==> src/rtl/fifo_pkg.sv <==
// Shared constants and occupancy encoding for the FIFO read-side stream logic.
package fifo_pkg;

    localparam int unsigned FIFO_BITWIDTH = 8;
    localparam int unsigned BEATCNT_W     = 16;

    typedef enum logic [1:0] {
        OCC_EMPTY = 2'd0,
        OCC_ONE   = 2'd1,
        OCC_TWO   = 2'd2
    } occ_e;

endpackage

==> src/rtl/fifo_skid_buf.sv <==
// Two-entry head/skid word store; head is always the oldest word and the one presented.
module fifo_skid_buf
    import fifo_pkg::*;
#(
    parameter int unsigned Width = FIFO_BITWIDTH
) (
    input  logic             clk_i,
    input  logic             rst_i,
    input  logic             clr_i,
    input  logic             capture_i,
    input  logic [Width-1:0] cap_data_i,
    input  logic             fire_i,
    output logic [Width-1:0] head_o,
    output logic             valid_o,
    output logic [1:0]       occ_o
);

    occ_e             occ_q;
    logic             valid_q;
    logic [Width-1:0] head_q;
    logic [Width-1:0] skid_q;

    always_ff @(posedge clk_i) begin
        if (rst_i) begin
            occ_q   <= OCC_EMPTY;
            valid_q <= 1'b0;
            head_q  <= '0;
            skid_q  <= '0;
        end else if (clr_i) begin
            // head_q is deliberately kept so the output word does not change on a flush
            occ_q   <= OCC_EMPTY;
            valid_q <= 1'b0;
        end else begin
            case (occ_q)
                OCC_EMPTY: begin
                    if (capture_i) begin
                        head_q  <= cap_data_i;
                        occ_q   <= OCC_ONE;
                        valid_q <= 1'b1;
                    end
                end
                OCC_ONE: begin
                    if (fire_i && capture_i) begin
                        head_q <= cap_data_i;
                    end else if (fire_i) begin
                        occ_q   <= OCC_EMPTY;
                        valid_q <= 1'b0;
                    end else if (capture_i) begin
                        skid_q <= cap_data_i;
                        occ_q  <= OCC_TWO;
                    end
                end
                OCC_TWO: begin
                    // Credit gating means a capture here always coincides with a fire
                    if (fire_i) begin
                        head_q <= skid_q;
                        if (capture_i) begin
                            skid_q <= cap_data_i;
                        end else begin
                            occ_q <= OCC_ONE;
                        end
                    end
                end
                default: begin
                    occ_q   <= OCC_EMPTY;
                    valid_q <= 1'b0;
                end
            endcase
        end
    end

    assign head_o  = head_q;
    assign valid_o = valid_q;
    assign occ_o   = occ_q;

endmodule

==> src/rtl/fifo_stream_reader.sv <==
// Drains a registered-output FIFO into a valid/ready stream at one word per cycle.
// Defining FIFO_RD_STATS_EN adds the oBeatCnt fire counter.
module fifo_stream_reader
    import fifo_pkg::*;
#(
    parameter int unsigned BITWIDTH = FIFO_BITWIDTH
) (
    input  logic                iClk,
    input  logic                iRst,
    input  logic                iClr,
    input  logic                iFifoEmpty,
    input  logic [BITWIDTH-1:0] iFifoData,
    output logic                oFifoEnR,
    output logic                oValid,
    output logic [BITWIDTH-1:0] oData,
    input  logic                iReady,
    output logic [1:0]          oOcc
`ifdef FIFO_RD_STATS_EN
    ,
    output logic [BEATCNT_W-1:0] oBeatCnt
`endif
);

    logic       inflight_q;
    logic       inflight_d;
    logic       fire;
    logic       has_credit;
    logic [2:0] committed;
    logic [1:0] occ;
    logic       valid;

    assign fire = valid & iReady;

    // Pop only while occupied + in-flight words, less this cycle's fire, stay below two
    assign committed  = {1'b0, occ} + {2'b00, inflight_q};
    assign has_credit = committed < (3'd2 + {2'b00, fire});

    assign oFifoEnR   = ~iFifoEmpty & ~iClr & ~iRst & has_credit;
    assign inflight_d = oFifoEnR;

    always_ff @(posedge iClk) begin
        if (iRst || iClr) begin
            inflight_q <= 1'b0;
        end else begin
            inflight_q <= inflight_d;
        end
    end

    fifo_skid_buf #(
        .Width (BITWIDTH)
    ) u_skid_buf (
        .clk_i      (iClk),
        .rst_i      (iRst),
        .clr_i      (iClr),
        .capture_i  (inflight_q),
        .cap_data_i (iFifoData),
        .fire_i     (fire),
        .head_o     (oData),
        .valid_o    (valid),
        .occ_o      (occ)
    );

    assign oValid = valid;
    assign oOcc   = occ;

`ifdef FIFO_RD_STATS_EN
    logic [BEATCNT_W-1:0] beat_cnt_q;

    always_ff @(posedge iClk) begin
        if (iRst || iClr) begin
            beat_cnt_q <= '0;
        end else if (fire) begin
            beat_cnt_q <= beat_cnt_q + 1'b1;
        end
    end

    assign oBeatCnt = beat_cnt_q;
`endif

endmodule

==> config.mk <==
export PLATFORM = sky130hd
export DESIGN_NAME = fifo_stream_reader
export DESIGN_NICKNAME = d
export VERILOG_FILES = /design/src/rtl/fifo_pkg.sv /design/src/rtl/fifo_skid_buf.sv /design/src/rtl/fifo_stream_reader.sv
export SDC_FILE = /design/constraint.sdc
export NUM_CORES = 1
export LEC_CHECK = 0
export BUFFER_PORTS_ARGS = -buffer_cell sky130_fd_sc_hd__buf_4
export CORE_MARGIN = 8
export CORE_UTILIZATION = 50
export CTS_CLUSTER_DIAMETER = 120
export DETAILED_ROUTE_END_ITERATION = 12
export GPL_TIMING_DRIVEN = 0
export HOLD_SLACK_MARGIN = 0.06
export MAX_ROUTING_LAYER = met4
export PLACE_DENSITY_LB_ADDON = 0.2
export RECOVER_POWER = 100
export SLEW_MARGIN = 20
export SYNTH_ARGS = -nofsm -noshare
export SYNTH_HDL_FRONTEND = slang
export SYNTH_SLANG_ARGS = --single-unit
==> constraint.sdc <==
create_clock -name iClk -period 1.9 [get_ports iClk]
set_clock_uncertainty 0.1 [all_clocks]
set_input_delay 0.19 -clock iClk [delete_from_list [all_inputs] [get_ports iClk]]
set_output_delay 0.19 -clock iClk [all_outputs]
set_load 0.005 [all_outputs]
After elaboration in Yosys (flattened, before gate mapping)
Index checks and enable logic that the tools add are counted.
Widths: inputs -> output; s select.
{ "word_totals": {"out_inout_bits": 12, "romBits": 0, "reg_bits": 20, "ram_bits": 0, "n_memories": 0, "word_cells": 56, "latch_bits": 0} }
{ "op_classes": {"bitwise_logic": 8, "n_lt_le_gt_ge": 1, "div_mod_pow": 0, "n_mux": 20, "n_reduce_logical": 10, "add_sub_neg": 2, "multipliers": 0, "eq_ne": 10, "shifts": 0} }
{ "op_table": {"columns": ["cell", "n"], "rows": [
  ["$mux 8", 7],
  ["$pmux 8 s3", 1],
  ["$pmux 8 s2", 1],
  ["$reduce_and 5->1", 3],
  ["$mux 2", 6],
  ["$ne 2x2->1 const B", 6],
  ["$pmux 2 s3", 1],
  ["$and 1x1->1", 4],
  ["$not 1->1", 4],
  ["$reduce_and 4->1", 1],
  ["$add 2x1->3", 1],
  ["$add 2x1->3 const A", 1],
  ["$lt 3x3->1", 1],
  ["$mux 1", 3],
  ["$ne 3x3->1 const B", 1],
  ["$pmux 1 s3", 1],
  ["$reduce_bool 3->1", 1],
  ["$eq 2x1->1 const B", 1],
  ["$eq 2x2->1 const B", 1],
  ["$logic_not 2->1", 1],
  ["$ne 2x1->1 const B", 1],
  ["$reduce_bool 2->1", 1],
  ["$reduce_or 2->1", 1],
  ["$logic_and 1x1->1", 1],
  ["$logic_or 1x1->1", 1]
]} }

Longest topological paths before layout
Gate-level depths: netlist (run 1).
{ "logic_depth": {"ltp_word": 4, "mapped_depth": 5, "depth_no_buf": 4} }

Modules after synthesis
From an unflattened synthesis (run 1), not the netlist that was laid out.
{ "unflattened": {"hier_cells": 111, "area_unflattened_um2": 985.9} }
{ "modules_own_cells": {"columns": ["mod", "instances", "cells_per_inst", "area_per_inst_um2", "seq_area_each_um2"], "rows": [
  ["fifo_skid_buf", 1, 103, 905.9, 380.4],
  ["fifo_stream_reader", 1, 8, 80.1, 20.0]
]} }

Least setup slack after synthesis (run 1)
OpenSTA, ideal clock, no wires.
{ "synth_path": {"kind": "reg2reg", "from": "register u_skid_buf.occ_q[1] (netlist: u_skid_buf.occ_o[1])", "to": "register u_skid_buf.skid_q[0]", "t_required_ns": 1.728, "path_stages_with_launch": 6, "setup_ns": 0.072, "path_slack_ns": 0.424, "n_path_buf": 2, "period_less_slack_ns": 1.476, "arrival_time_ns": 1.304, "cell_sequence": "dfxtp_1 and4b_4 buf_6 a32o_2 buf_6 mux2i_1"} }
{ "synth_between": {"elab_chain_cells": 3, "word_cells_on_any_way": 8, "cone_classes": "eq/ne: 5; mux: 1; reduce/logical: 2"} }
{ "synth_lines": {"columns": ["item", "line", "rtl"], "rows": [
  ["from (decl)", "fifo_skid_buf.sv:18", "occ_e occ_q;"],
  ["from (signal assigned)", "fifo_skid_buf.sv:25", "occ_q <= OCC_EMPTY;"],
  ["from (signal assigned)", "fifo_skid_buf.sv:31", "occ_q <= OCC_EMPTY;"],
  ["from (signal assigned)", "fifo_skid_buf.sv:38", "occ_q <= OCC_ONE;"],
  ["$eq 2x1->1 or $eq 2x2->1 (tied branches)", "fifo_skid_buf.sv:34", "case (occ_q)"],
  ["$ne 2x2->1 (no line) or $reduce_bool 2->1 (tied branches)", null, null],
  ["$reduce_and 5->1 (no line)", null, null],
  ["to (signal assigned)", "fifo_skid_buf.sv:49", "skid_q <= cap_data_i;"],
  ["to (signal assigned)", "fifo_skid_buf.sv:58", "skid_q <= cap_data_i;"],
  ["to (decl)", "fifo_skid_buf.sv:21", "logic [Width-1:0] skid_q;"]
]} }
Parallel ways exist; a longest one is shown, timed or not.
A chain may end at the register's enable or synchronous reset.

Worst setup path in the final report (run 1)
{ "layout_path": {"from": "register u_skid_buf.occ_q[0] (netlist: u_skid_buf.occ_o[0])", "to": "output port oFifoEnR"} }
{ "layout_between": {"elab_chain_cells": 3} }
{ "layout_lines": {"columns": ["item", "line", "rtl"], "rows": [
  ["$add 2x1->3", "fifo_stream_reader.sv:35", "assign committed = {1'b0, occ} + {2'b00, inflight_q};"],
  ["$lt 3x3->1", "fifo_stream_reader.sv:36", "assign has_credit = committed < (3'd2 + {2'b00, fire});"],
  ["$and 1x1->1", "fifo_stream_reader.sv:38", "assign oFifoEnR = ~iFifoEmpty & ~iClr & ~iRst & has_credit;"],
  ["to (decl)", "fifo_stream_reader.sv:13", "output logic oFifoEnR,"]
]} }
Every way passes these cells.

==> flow_metrics.py, run 1 <==
metrics = {
    "critical_path": {
        "r2r_cells": 5,
        "reg2reg_slack_ns": 0.16,
        "rr_endpoint": "u_skid_buf.head_o[4]$_SDFFE_PP0P_",
        "criticalPathCategory": "reg2out",
        "crit_path_end": "oFifoEnR",
        "r2r-start": "u_skid_buf.occ_o[0]$_SDFFE_PP0P_",
        "worstPathArrival_ns": 1.51,
        "crit_required_ns": 1.61,
        "critPathLaunchType": "flop",
        "worstPathMaxFanout": 4,
        "end_kind": "output pin",
        "critPathLaunch": "u_skid_buf.occ_o[0]$_SDFFE_PP0P_",
    },
    "drt": {
        "antenna_left": 0,
        "vias": 933,
        "drt_pass1_iterations": 4,
        "drc_errors": 0,
        "drt_wl_total_um": 2640,
        "post_drt_wl_per_cell_um": 16.4,
        "via_per_inst": 5.80,
        "drtIter0Drc": 15,
    },
    "timing": {
        "min_period_ns": 1.80,
        "slew_violations": 0,
        "rsz0062_at_grt": "false",
        "worst_slew_pin_slew_ns": 0.685,
        "hold_viol_final": 0,
        "relSlewSlack_pct": 54.3,
        "fmax_ghz": 0.556,
        "final.setup.tns_ns": 0,
        "setup_viol_count_final": 0,
        "finalCritPeriodShare_pct": 94.7,
    },
    "global_route": {
        "met3_usage_pct": 2.87,
        "grt.overflow.total": 0,
        "grt_antenna_before_repair": 0,
        "grt_pass1_vias": 957,
        "grt_use_total_pct": 13.1,
        "grt_pass1_wl_um": 4230,
        "grt_max_degree": 13,
        "grtUsageMet1_pct": 14.3,
        "use_met2_pct": 23.8,
        "top_usage_layer": "met2",
    },
    "finish": {
        "diodes": 0,
        "final_area_um2": 1400,
        "layout_commonest_cell": "dfxtp_1",
        "fillers": 180,
        "mostFrequentLayoutCells": "18 x dfxtp_1, 17 x or2b_1, 16 x mux2i_1",
        "drive_gt1_share_pct": 35.3,
        "synthToLayoutAreaGrowth_pct": 29.5,
        "final_core_util_pct": 65.9,
        "nets": 149,
    },
    "cts": {
        "cts_max_level": 1,
        "clockBufferDepth": 2,
        "worstSkewPairLatency_ns": 0.30,
        "cts_tree": "yes",
        "clk_pin_slew_worst_paths_ns": 0.13,
        "cts.sinks": 20,
        "clockRootBuffer": "clkbuf_4",
        "cts_made_buffers": 3,
    },
    "place": {
        "place.gp.congestion": 0.785,
        "io_buffers": 24,
        "place_area_um2": 1300,
        "dp.final_hpwl_um": 1780,
    },
    "job": {
        "max_cap_violations": 0,
    },
    "floorplanning": {
        "initial_core_util_pct": 50.9,
        "coreArea_um2": 2130,
        "fp-row-count": 17,
        "dieHeight_um": 62.5,
        "die_area_um2": 3910,
        "die_w_um": 62.5,
        "num_io_pins": 25,
    },
    "outcome": {
        "outcome": "finished clean",
    },
    "power_and_ir_drop": {
        "p_sw_uw": 198,
        "powerDensity_nw_per_um2": 637,
        "clkPwrFrac_pct": 40.2,
        "p_seq_share_pct": 48.5,
        "swShare_pct": 22.2,
        "p_leak_uw": 0.000574,
        "pwr-share-comb_pct": 11.2,
        "power.internal_uw": 694,
        "vdd_drop_max_uv": 619,
    },
    "yosys": {
        "yosysWarnings": 0,
        "seq_area_frac_synth_pct": 37.0,
        "yosys.cell_types.count": 29,
        "synth_cells": 102,
        "synth_nets": 117,
        "ys_ff_latch": 20,
        "syn_area_per_cell_um2": 10.6,
        "synthesis.area_um2": 1080,
    },
    "hold_path": {
        "hp-class": "in2reg",
    },
}
critical path, stage by stage, from the launching register on:
cell and delay [ns]:
dfxtp_4 0.37, ha_2 0.20, ha_4 0.24, o21ai_2 0.05, nor4b_2 0.20, buf_4 0.15
state kept, by name, summed over array words and instances (netlist names):
signal,flops
u_skid_buf.head_o,8
u_skid_buf.skid_q,8
u_skid_buf.occ_o,2
inflight_q,1
u_skid_buf.valid_o,1
through the flow:
| stage | std cells | worst slack (ns) | total power [uW] | hold slack (ns) |
|---|---|---|---|---|
| CTS | 159 | 0.0166 | 886 | 0.104 |
| global route | 161 | 0.0556 | 923 | 0.112 |
| detailed placement | 154 | 0.275 | 537 | 0.268 |
| floorplan | 102 | 0.424 | 489 | 0.167 |
| finish | 161 | 0.101 | 892 | 0.0952 |
| global placement | 154 | 0.299 | 534 | 0.263 |
synthesized netlist by cell type:
cell	number	area, um^2
a21oi_1	2	10.0
a221oi_1	8	70.1
a21bo_2	1	10.0
o31ai_1	1	7.51
and2b_2	1	8.76
nor3b_4	1	18.8
or2_1	1	6.26
nor4b_1	2	17.5
a32o_2	1	11.3
o21bai_1	2	15.0
or2b_1	17	128
buf_2	3	15.0
nand3b_1	1	7.51
ha_1	2	25.0
nand2b_1	1	6.26
clkinv_1	1	3.75
dfxtp_1	20	400
nor3_1	1	5.00
and4b_2	1	11.3
o21ai_0	2	10.0
mux2_2	1	11.3
a21boi_0	1	7.51
mux2i_1	16	160
nand2_1	2	7.51
a22o_1	1	8.76
buf_6	2	22.5
a211oi_1	8	60.1
and4b_4	1	13.8
clkbuf_1	1	3.75
layer usage:
metal  routed length, um  share of wire, %
met1                1140                43
met2                1390                53
met3                  79               3.0
met4                  38               1.4
met5                   0                 0
area by class of cell:
type / count / area (um^2) / area share (%)
plain buffers: 6 / 40.0 / 2.86
flip-flops and latches: 20 / 405 / 28.9
clock inverters: 1 / 30.0 / 2.14
repair buffers: 27 / 203 / 14.5
clock buffers: 3 / 22.5 / 1.61
inverters: 1 / 3.75 / 0.268
multi-input cells: 75 / 662 / 47.2
well taps: 28 / 35.0 / 2.50
cell families (layout without fill, tap and decap cells):
kind of cell / after synthesis / after routing / share of synthesized area [%]
compound gates: 27 / 27 / 19.4
fa+ha+maj: 2 / 2 / 2.31
buf+inv: 7 / 38 / 4.16
flops: 20 / 20 / 37.0
mux: 17 / 17 / 15.8
simple gates: 29 / 29 / 21.3
worst min-delay path by stage:
stage                from                                 to  slack, ns  cells past startpoint
6_report             iRst  u_skid_buf.skid_q[5]$_SDFFE_PP0P_        0.1                      3
5_1_grt              iRst  u_skid_buf.skid_q[1]$_SDFFE_PP0P_       0.11                      3
4_1_cts              iRst  u_skid_buf.skid_q[5]$_SDFFE_PP0P_       0.10                      3
3_5_place_dp   iFifoEmpty              inflight_q$_SDFF_PP0_       0.27                      2
3_3_place_gp   iFifoEmpty              inflight_q$_SDFF_PP0_       0.26                      2
2_1_floorplan  iFifoEmpty              inflight_q$_SDFF_PP0_       0.17                      1
power groups by stage:
stage	clock network (uW)	logic [uW]	registers [uW]
after floorplan	0	45.1	444
after global placement	0	90.0	444
after detailed placement	0	92.8	445
after CTS	354	96.0	436
after global routing	379	111	434
final	359	100	433
what timing repair did:
item                       CTS  global route
pin swaps                    0             1
gates cloned                 0             0
hold endpoints to repair     1             0
setup buffers                0             2
hold buffers                 1             0
setup endpoints to repair    1             1
gates resized for setup      3             7
Note: power is estimated with default switching activity, not from simulation.
==> inputs of run 2 (changes only) <==
- SETUP_SLACK_MARGIN: not set -> 0.15
==> run 2 against run 1 <==
Against the previous run:
- via count rose by 2.0%
- worst setup slack improved by 0.0065 ns
- global-route usage rose by 1.1 points
- die area did not move
- first-iteration DRC count rose by 80%
- clock power barely moved
- core utilization rose by 1.3 points
- critical path type is now reg2reg
- highest routed layer unchanged
==> flow_metrics.py, run 2 (synthesis results as in run 1) <==
metrics = {
    "outcome": {
        "outcome": "finished clean",
    },
    "hold_path": {
        "hp-class": "in2reg",
    },
    "floorplanning": {
        "coreArea_um2": 2130,
        "fp-row-count": 17,
        "die_w_um": 62.5,
        "dieHeight_um": 62.5,
        "die_area_um2": 3910,
        "num_io_pins": 25,
        "initial_core_util_pct": 50.9,
    },
    "place": {
        "io_buffers": 24,
        "place.gp.congestion": 0.785,
        "dp.final_hpwl_um": 1780,
    },
    "drt": {
        "post_drt_wl_per_cell_um": 16.8,
        "drt_wl_total_um": 2740,
        "drtIter0Drc": 27,
        "via_per_inst": 5.84,
        "vias": 952,
        "drt_pass1_iterations": 4,
        "antenna_left": 0,
        "drc_errors": 0,
    },
    "critical_path": {
        "worstPathMaxFanout": 10,
        "reg2reg_slack_ns": 0.11,
        "critPathLaunchType": "flop",
        "crit_required_ns": 2.02,
        "end_kind": "flop",
        "criticalPathCategory": "reg2reg",
        "worstPathArrival_ns": 1.91,
    },
    "timing": {
        "setup_viol_count_final": 0,
        "fmax_ghz": 0.558,
        "finalCritPeriodShare_pct": 94.3,
        "slew_violations": 0,
        "rsz0062_at_grt": "true",
        "worst_slew_pin_slew_ns": 0.399,
        "hold_viol_final": 0,
        "relSlewSlack_pct": 73.4,
        "min_period_ns": 1.79,
        "final.setup.tns_ns": 0,
    },
    "finish": {
        "nets": 151,
        "drive_gt1_share_pct": 36.3,
        "mostFrequentLayoutCells": "20 x buf_4, 18 x dfxtp_1, 17 x or2b_1",
        "fillers": 176,
        "layout_commonest_cell": "buf_4",
        "diodes": 0,
        "final_core_util_pct": 67.2,
        "synthToLayoutAreaGrowth_pct": 32.0,
    },
    "power_and_ir_drop": {
        "vdd_drop_max_uv": 608,
        "p_leak_uw": 0.000590,
        "powerDensity_nw_per_um2": 626,
    },
    "cts": {
        "worstSkewPairLatency_ns": 0.30,
        "cts_max_level": 1,
        "cts_tree": "yes",
        "cts_made_buffers": 3,
        "clockRootBuffer": "clkbuf_4",
        "clockBufferDepth": 2,
        "cts.sinks": 20,
        "clk_pin_slew_worst_paths_ns": 0.13,
    },
    "global_route": {
        "grt.overflow.total": 0,
        "grt_antenna_before_repair": 0,
        "grt_pass1_wl_um": 4520,
        "grt_pass1_vias": 1003,
        "grt_use_total_pct": 14.2,
        "grt_max_degree": 13,
    },
    "job": {
        "max_cap_violations": 0,
    },
}
-- run 2: changes by cell type in the layout (fill, tap and decap cells not counted) --
cell	change
buf_4	+5
and2b_1	+1
clkbuf_4	-2
clkbuf_1	-1
ha_2	-1
and2b_2	-1
ha_4	+1
-- run 2: cell type report --
class                      instances  area (um^2)  share of cell area (%)
buffer                             6         41.3                    2.89
clock inverter                     1         30.0                    2.10
timing repair buffer              29          220                    15.4
clock buffer                       3         22.5                    1.58
inverter                           1         3.75                   0.263
multi-input combinational         75          671                    46.9
sequential                        20          405                    28.4
tap                               28         35.0                    2.45
-- run 2: final timing paths --
check                           cells after the start                           endpoint                              start
worst max-delay path                                5  u_skid_buf.head_o[4]$_SDFFE_PP0P_   u_skid_buf.occ_o[0]$_SDFFE_PP0P_
worst min-delay path                                3  u_skid_buf.skid_q[5]$_SDFFE_PP0P_                               iRst
worst max register to register                      5  u_skid_buf.head_o[4]$_SDFFE_PP0P_   u_skid_buf.occ_o[0]$_SDFFE_PP0P_
worst min register to register                      2  u_skid_buf.skid_q[1]$_SDFFE_PP0P_  u_skid_buf.skid_q[1]$_SDFFE_PP0P_
-- run 2: per-layer routing --
| metal | up-vias | wire, um | global-route usage [%] |
|---|---|---|---|
| met5 | - | 0 | - |
| met4 | 0 | 17 | 3.42 |
| met3 | 2 | 115 | 3.05 |
| met2 | 32 | 1460 | 25.7 |
| met1 | 464 | 1150 | 15.2 |
| li1 | 454 | - | - |
-- run 2: timing repair --
item / CTS / global route
resized for setup: 11 / 2
hold buffers: 1 / 0
cloned: 0 / 0
setup endpoints to repair: 1 / 8
setup buffers: 2 / 2
pin swaps: 1 / 1
endpoints found under the hold margin: 1 / 0
-- run 2: critical path, stage by stage, from the launching register on --
cell      delay, ns
dfxtp_1        0.42
buf_4          0.17
a21bo_2        0.21
clkbuf_2       0.19
a22o_1         0.33
a211oi_1       0.28
-- run 2: metrics by stage --
step / std cells / total power (uW) / area [um^2] / hold WS (ns) / worst slack (ns)
finish: 163 / 895 / 1430 / 0.102 / 0.108
global route: 163 / 928 / 1430 / 0.112 / 0.0616
CTS: 161 / 888 / 1420 / 0.104 / 0.175
detailed placement: 154 / 537 / 1300 / 0.268 / 0.275
global placement: 154 / 534 / 1300 / 0.263 / 0.299
floorplan: 102 / 489 / 1080 / 0.167 / 0.424
-- run 2: power breakdown --
part	internal, uW	leakage [uW]	switching [uW]
clock	213	0.0000279	144
combinational	56.0	0.000399	48.0
sequential	427	0.000163	6.39
